$ cat config.mk
export PLATFORM = sky130hd
export DESIGN_NAME = sls_rr_arb4_v_flat
export DESIGN_NICKNAME = d
export VERILOG_FILES = /design/src/rtl/sls_rr_arb4_v_if.sv /design/src/rtl/sls_rr_arb4_v.sv /design/src/flat_wrapper.sv
export SDC_FILE = /design/constraint.sdc
export NUM_CORES = 1
export LEC_CHECK = 0
export CAP_MARGIN = 30
export CORE_MARGIN = 2
export CORE_UTILIZATION = 44
export DETAILED_ROUTE_END_ITERATION = 10
export PLACE_DENSITY = 0.94
export SYNTH_ARGS = -nofsm -noshare
export SYNTH_HDL_FRONTEND = slang
export SYNTH_SLANG_ARGS = --single-unit
$ cat constraint.sdc
create_clock -name clk -period 3.3 [get_ports clk]
set_clock_uncertainty 0.15 [all_clocks]
set_input_delay 0.66 -clock clk [delete_from_list [all_inputs] [get_ports clk]]
set_output_delay 0.66 -clock clk [all_outputs]
set_load 0.01 [all_outputs]
$ cat src/rtl/sls_rr_arb4_v_if.sv
// Requester/arbiter bundle for sls_rr_arb4_v: four request lines and data words
// in, one-hot grant, registered mux select and the registered selected word out.
interface sls_rr_arb4_v_if #(
  parameter int WIDTH = 8
);
  logic [3:0]       req;
  logic [WIDTH-1:0] d3;
  logic [WIDTH-1:0] d2;
  logic [WIDTH-1:0] d1;
  logic [WIDTH-1:0] d0;
  logic [3:0]       gnt;
  logic             s1;
  logic             s0;
  logic [WIDTH-1:0] f;
  logic             valid;

  modport master (
    output req, d3, d2, d1, d0,
    input  gnt, s1, s0, f, valid
  );

  modport slave (
    input  req, d3, d2, d1, d0,
    output gnt, s1, s0, f, valid
  );
endinterface

$ cat src/rtl/sls_rr_arb4_v.sv
// Four-requester round-robin arbiter driving the 4:1 datapath mux select and a
// registered output word. Define SLS_ARB_HOLD_LIMIT_EN to cap ownership at HOLD_MAX cycles.
module sls_rr_arb4_v #(
  parameter int WIDTH    = 8,
  parameter int HOLD_MAX = 4
) (
  input  logic                clk,
  input  logic                rst,
  sls_rr_arb4_v_if.slave      bus
);

  if (HOLD_MAX < 1) begin : g_bad_hold_max
    $error("HOLD_MAX must be at least 1");
  end

  typedef enum logic {IDLE, GRANT} state_t;

  state_t           state_q, state_d;
  logic [1:0]       ptr_q, ptr_d;
  logic [1:0]       sel_q, sel_d;
  logic [3:0]       gnt_q, gnt_d;
  logic [WIDTH-1:0] f_q, f_d;
  logic             valid_q, valid_d;
  logic [WIDTH-1:0] mux_out;
  logic             keep_owner;
  logic             hold_hit;
  logic             win_found;
  logic [1:0]       win_idx;

  // First set request bit at or after start, wrapping modulo 4.
  function automatic logic [2:0] rr_search(input logic [3:0] r, input logic [1:0] start);
    logic [1:0] idx;
    rr_search = 3'b000;
    for (int k = 3; k >= 0; k--) begin
      idx = start + 2'(k);
      if (r[idx]) rr_search = {1'b1, idx};
    end
  endfunction

`ifdef SLS_ARB_HOLD_LIMIT_EN
  localparam int CNT_W = $clog2(HOLD_MAX + 1);
  logic [CNT_W-1:0] cnt_q, cnt_d;
  assign hold_hit = (cnt_q == CNT_W'(HOLD_MAX));
`else
  assign hold_hit = 1'b0;
`endif

  always_comb begin
    case (sel_q)
      2'd0:    mux_out = bus.d0;
      2'd1:    mux_out = bus.d1;
      2'd2:    mux_out = bus.d2;
      default: mux_out = bus.d3;
    endcase
  end

  // In GRANT, ptr_q is always owner+1, so one search from ptr_q covers both
  // release and forced rotation, with the owner naturally last in line.
  assign {win_found, win_idx} = rr_search(bus.req, ptr_q);
  assign keep_owner = (state_q == GRANT) && bus.req[sel_q] && !hold_hit;

  always_comb begin
    // NOTE: every combinational output gets a default first so no path infers a latch.
    state_d = state_q;
    ptr_d   = ptr_q;
    sel_d   = sel_q;
    gnt_d   = gnt_q;
    valid_d = |gnt_q;
    f_d     = (|gnt_q) ? mux_out : f_q;
`ifdef SLS_ARB_HOLD_LIMIT_EN
    cnt_d   = cnt_q;
`endif
    if (keep_owner) begin
`ifdef SLS_ARB_HOLD_LIMIT_EN
      if (!hold_hit) cnt_d = cnt_q + 1'b1;
`endif
    end else if (win_found) begin
      state_d = GRANT;
      gnt_d   = 4'b0001 << win_idx;
      sel_d   = win_idx;
      ptr_d   = win_idx + 2'd1;
`ifdef SLS_ARB_HOLD_LIMIT_EN
      cnt_d   = CNT_W'(1);
`endif
    end else begin
      state_d = IDLE;
      gnt_d   = 4'b0000;
    end
  end

  always_ff @(posedge clk) begin
    // NOTE: non-blocking assignments so every flop samples pre-edge values.
    if (rst) begin
      state_q <= IDLE;
      ptr_q   <= 2'd0;
      sel_q   <= 2'd0;
      gnt_q   <= 4'b0000;
      f_q     <= '0;
      valid_q <= 1'b0;
`ifdef SLS_ARB_HOLD_LIMIT_EN
      cnt_q   <= '0;
`endif
    end else begin
      state_q <= state_d;
      ptr_q   <= ptr_d;
      sel_q   <= sel_d;
      gnt_q   <= gnt_d;
      f_q     <= f_d;
      valid_q <= valid_d;
`ifdef SLS_ARB_HOLD_LIMIT_EN
      cnt_q   <= cnt_d;
`endif
    end
  end

  assign bus.gnt   = gnt_q;
  assign bus.s1    = sel_q[1];
  assign bus.s0    = sel_q[0];
  assign bus.f     = f_q;
  assign bus.valid = valid_q;

endmodule
$ cat src/flat_wrapper.sv
// flat-port wrapper written by rule: the top's interface ports become plain ports
module sls_rr_arb4_v_flat 
#(
  parameter int WIDTH    = 8,
  parameter int HOLD_MAX = 4
)
  (clk, rst, bus_req, bus_d3, bus_d2, bus_d1, bus_d0, bus_gnt, bus_s1, bus_s0, bus_f, bus_valid);
  sls_rr_arb4_v_if #(.WIDTH(WIDTH)) bus_i ();
  input  logic clk;
  input  logic rst;
  input wire logic [$bits(bus_i.req)-1:0] bus_req;
  input wire logic [$bits(bus_i.d3)-1:0] bus_d3;
  input wire logic [$bits(bus_i.d2)-1:0] bus_d2;
  input wire logic [$bits(bus_i.d1)-1:0] bus_d1;
  input wire logic [$bits(bus_i.d0)-1:0] bus_d0;
  output wire logic [$bits(bus_i.gnt)-1:0] bus_gnt;
  output wire logic [$bits(bus_i.s1)-1:0] bus_s1;
  output wire logic [$bits(bus_i.s0)-1:0] bus_s0;
  output wire logic [$bits(bus_i.f)-1:0] bus_f;
  output wire logic [$bits(bus_i.valid)-1:0] bus_valid;
  assign bus_i.req = bus_req;
  assign bus_i.d3 = bus_d3;
  assign bus_i.d2 = bus_d2;
  assign bus_i.d1 = bus_d1;
  assign bus_i.d0 = bus_d0;
  assign bus_gnt = bus_i.gnt;
  assign bus_s1 = bus_i.s1;
  assign bus_s0 = bus_i.s0;
  assign bus_f = bus_i.f;
  assign bus_valid = bus_i.valid;
  sls_rr_arb4_v #(.WIDTH(WIDTH), .HOLD_MAX(HOLD_MAX)) u_core (.clk(clk), .rst(rst), .bus(bus_i));
endmodule
== After elaboration in Yosys (flattened, before gate mapping) ==
Cells that the tools add are included.
Storage, ports and cells
  bits in registers: 18
  logic and storage cells: 40
  input port bits: 38
Operators by class
  reductions and logical operators: 4
  order comparisons: 5
  bitwise logic cells: 1
  equality and inequality tests: 2
  mux-type cells: 17
  shifts and indexed selects: 1
  $add $sub $neg: 4
Operator list (count)
  8-bit case mux with 3 select lines: 1
  2-bit by 3-bit < comparator with 1-bit output (second input constant): 5
  3-bit 2-to-1 mux: 4
  1-bit binary-select mux with 2-bit select: 5
  1-bit 2-to-1 mux: 6
  2-bit by 1-bit adder with 2-bit output (second input constant): 2
  2-bit adder (second input constant): 2
  4-bit 2-to-1 mux: 1
  4-bit OR reduction: 1
  1-bit by 2-bit << shifter with 4-bit output (first input constant): 1
  2-bit by 1-bit equality test with 1-bit output (second input constant): 1
  2-bit equality test (second input constant): 1
  2-bit zero test: 1
  2-bit AND reduction: 1
  1-bit logical AND: 1
  1-bit NOT: 1

== Logic depth before layout (Yosys ltp) ==
  word-level depth: 9
  mapped depth: 5
  depth with buffers taken out: 4

== Worst setup path after synthesis ==
No wires, ideal clock.
  kind: input to register
  start point: input bus_req[1]
  end point: register u_core.ptr_q[0]
  path buffers: 1
  slack: 1.565 ns
  arrival time: 1.469 ns
  stages on the path: 4
  required time: 3.034 ns
  cell sequence: buf_4 -> nor4_2 -> nor2_2 -> o211a_1
Between the ends
  longest elaborated chain between the ends: 7
  elaborated cells between the ends (all ways): 18
  classes of those cells: add/sub: 1; mux: 14; bitwise: 1; reduce/logical: 2
RTL lines
  start: declaration: line flat_wrapper.sv:11  | input wire logic [$bits(bus_i.req)-1:0] bus_req;
  1-bit binary-select mux with 2-bit select: line sls_rr_arb4_v.sv:36  | if (r[idx]) rr_search = {1'b1, idx};
  1-bit 2-to-1 mux (implied by the code): line sls_rr_arb4_v.sv:36
  3-bit 2-to-1 mux (4 in series): line sls_rr_arb4_v.sv:36
  2-bit by 1-bit adder with 2-bit output or 2-bit AND reduction (tied branches)
  end signal: assignment: line sls_rr_arb4_v.sv:105  | ptr_q <= ptr_d;
  end: declaration: line sls_rr_arb4_v.sv:19  | logic [1:0] ptr_q, ptr_d;
Parallel ways exist; a longest one is shown, timed or not. The select of a mux whose other input is x is not followed.
A chain may end at the register's enable or synchronous reset.

== Final worst setup path ==
  start point: register u_core.sel_q[0]
  end point: output bus_s0
RTL lines
  start: declaration: line sls_rr_arb4_v.sv:20  | logic [1:0] sel_q, sel_d;
  start signal: assignment: line sls_rr_arb4_v.sv:106  | sel_q <= sel_d;
  end: declaration: line flat_wrapper.sv:18  | output wire logic [$bits(bus_i.s0)-1:0] bus_s0;
No word-level cell between the ends.

==> results.yml <==
sta:
  rsz0062_at_grt: "no"
  tightest_slew_ns: 0.772
  hold_viol_final: 0
  fin_crit_ns: 2.58
  final_max_slew_viol_count: 0
  finalSetupViolations: 0
  slew_headroom: 0.481
  fin_hold_ws_ns: 0.311
  setup_tns_ns: 0
  min_period_over_period: 0.782
  max_freq_mhz: 387
floorplanning:
  die_w_um: 54.7
  die_area_sq_um: 2990
  num_rows: 18
  core_area_sq_um: 2450
  initial_core_util: 0.461
  io_pins: 53
  die_h_um: 54.7
cells_and_area:
  drive_gt1_frac: 0.0920
  nets: 202
  fillers: 202
  area_growth_syn_to_layout_pct: 48.0
  instances_no_fill: 193
  antenna_cells: 0
yosys:
  synth_area_sq_um: 1130
  muxShareOfSynthArea: 0.227
  synthFlopType: "dfxtp_1"
  ys_top_cells_by_count: "nand2_1 (24), dfxtp_1 (18), a21oi_1 (14)"
  synthArstFlopShare: 0
  avgSynthCellArea_sq_um: 9.84
  synth_top_family_by_area: "multiplexers"
  synth_top_area_frac: 0.319
  synth-edff-count: 0
  synth-simple-area-share: 0.217
  synth_seq_area_share: 0.319
  synth_compound_area_frac: 0.189
  syn_nets: 153
  synthCells: 115
  synth_xor_area_frac: 0
  synth.most_common_cell: "nand2_1"
  synth_area_leader_cell: "dfxtp_1"
  synth.distinct_cells: 36
  yosysWarnings: 0
  ys_seq_elements: 18
  synthAdderAreaFrac: 0
  synth_area_leaders: "dfxtp_1 (32%), mux4_1 (19%), nand2_1 (8.0%)"
critical_path:
  cp_slowest_cell: "dfxtp_1"
  worst-setup-path-type: "reg2out"
  crit_buf_inv: 1
  reg2reg_depth: 4
  cp-start-kind: "register"
  rr_startpoint: "u_core.sel_q[0]$_SDFFE_PP0P_"
  rr_endpoint: "u_core.bus.gnt[1]$_SDFFE_PP0N_"
  ff2ff_setup_slack_ns: 1.33
  critical-path-top-delay-family: "flip-flops"
  cp.arrival_ns: 1.77
  startpoint: "u_core.sel_q[0]$_SDFFE_PP0P_"
  path_cells: "clkdlybuf4s50_1"
  endpoint_kind: "primary output"
  worst_path_largest_cell_delay_ns: 0.80
  crit_required_ns: 2.49
  cp_max_fo: 12
clock_tree:
  clkSinkCount: 18
  insertion_delay_ns: 0.30
  numCtsBuffers: 3
  cts-hold-fix-buffers: 0
  clk_pin_slew_ns: 0.10
  postCtsSetupBuffers: 0
  cts_tree: "yes"
  cts_resized: 0
  clock_path_buffers: 2
  root_buffer: "clkbuf_4"
  h-tree-depth: 1
route:
  drc: 0
  wl_um: 3230
  viasPerCell: 5.66
  via_count: 1093
  drtAntennaViolNets: 0
  wl_per_cell_um: 16.7
  drtIter0Drc: 20
  dr.pass1.iters: 4
placed_design:
  gp_congestion: 0.848
  port_buffers: 52
  dp_hpwl_um: 2590
  dp_cells: 189
global_routing:
  grt_pass1_wl_um: 4890
  grt_max_degree: 19
  grt.total_usage: 0.243
  antenna_found_initial: 0
  grt_pass1_vias: 1047
  grt_overflow: 0
power_and_ir_drop:
  p_leak_nw: 0.593
  vdd_ir_drop_max_uv: 303
  p_per_area_nw_per_um2: 403
  power.total_mw: 0.675
hold_path:
  hold_end: "u_core.bus.f[3]$_SDFFE_PP0P_"
  whs_path_depth: 2
  hp-class: "reg2reg"
  min-delay-start: "u_core.bus.f[3]$_SDFFE_PP0P_"
job:
  max_cap_violations: 0
run_status:
  status: "finished clean"
flip-flops by register name, indices dropped and copies added, names as in the netlist:
| register | cells |
|---|---|
| u_core.bus.f | 8 |
| u_core.sel_q | 2 |
| u_core.bus.gnt | 4 |
| u_core.state_q | 1 |
| u_core.ptr_q | 2 |
| u_core.bus.valid | 1 |
cells in the final DEF (no fill, tap or decap), types with 2 or more instances in the layout:
| cell | count |
|---|---|
| o21ai_0 | 4 |
| clkdlybuf4s50_1 | 52 |
| nand2_1 | 24 |
| nor2_1 | 6 |
| nand3_1 | 2 |
| nor4_2 | 3 |
| dfxtp_1 | 18 |
| mux4_1 | 8 |
| a21oi_1 | 14 |
| nand2b_1 | 2 |
| clkbuf_4 | 3 |
| nor2b_1 | 5 |
kinds of logic (layout without fill, tap and decap cells):
kind of cell,Yosys count,in the layout
simple gates,47,47
compound gates,30,30
flops,18,18
mux,11,11
buf+inv,9,57
power breakdown:
part	leakage, nW	switching (mW)	internal [mW]
Clock	0.0210	0.0714	0.0674
Sequential	0.148	0.0364	0.246
Combinational	0.424	0.107	0.147
metal layers:
metal / global-route usage / up-vias / routed length (um) / part of all wire
li1: - / 527 / - / -
met3: 0.0464 / 7 / 135 / 0.042
met2: 0.468 / 32 / 1710 / 0.53
met4: 0.104 / 0 / 59 / 0.018
met5: 0 / - / 0 / 0
met1: 0.249 / 527 / 1330 / 0.41
per-stage QoR:
step	util	area, sq um	setup WS (ns)
after floorplan	-	1130	1.56
after global placement	0.667	1640	0.969
after detailed placement	0.667	1640	0.919
after CTS	0.682	1670	0.732
after global routing	0.682	1670	0.676
final	0.682	1670	0.718
area by class of cell:
cell class / instances / area (sq um) / share of cell area
Multi-Input combinational cell: 88 / 716 / 0.428
Clock buffer: 4 / 36.3 / 0.0217
Sequential cell: 18 / 360 / 0.215
Tap cell: 30 / 37.5 / 0.0224
Timing Repair Buffer: 52 / 520 / 0.311
Inverter: 1 / 3.75 / 0.00224
how the worst max path moves through the flow:
| stage | end | cells past startpoint |
|---|---|---|
| floorplan | u_core.ptr_q[0]$_SDFFE_PP0P_ | 4 |
| global placement | u_core.bus.gnt[3]$_SDFFE_PP0N_ | 5 |
| CTS | bus_s0 | 1 |
| finish | bus_s0 | 1 |
| global route | bus_s0 | 1 |
| detailed placement | u_core.bus.gnt[3]$_SDFFE_PP0N_ | 5 |
tightest hold or removal path, cell delays in order, from the launching register on:
cell	delay [ns]
dfxtp_1	0.32
nand2_1	0.05
a21oi_1	0.05
Note: power is estimated with default switching activity, not from simulation.
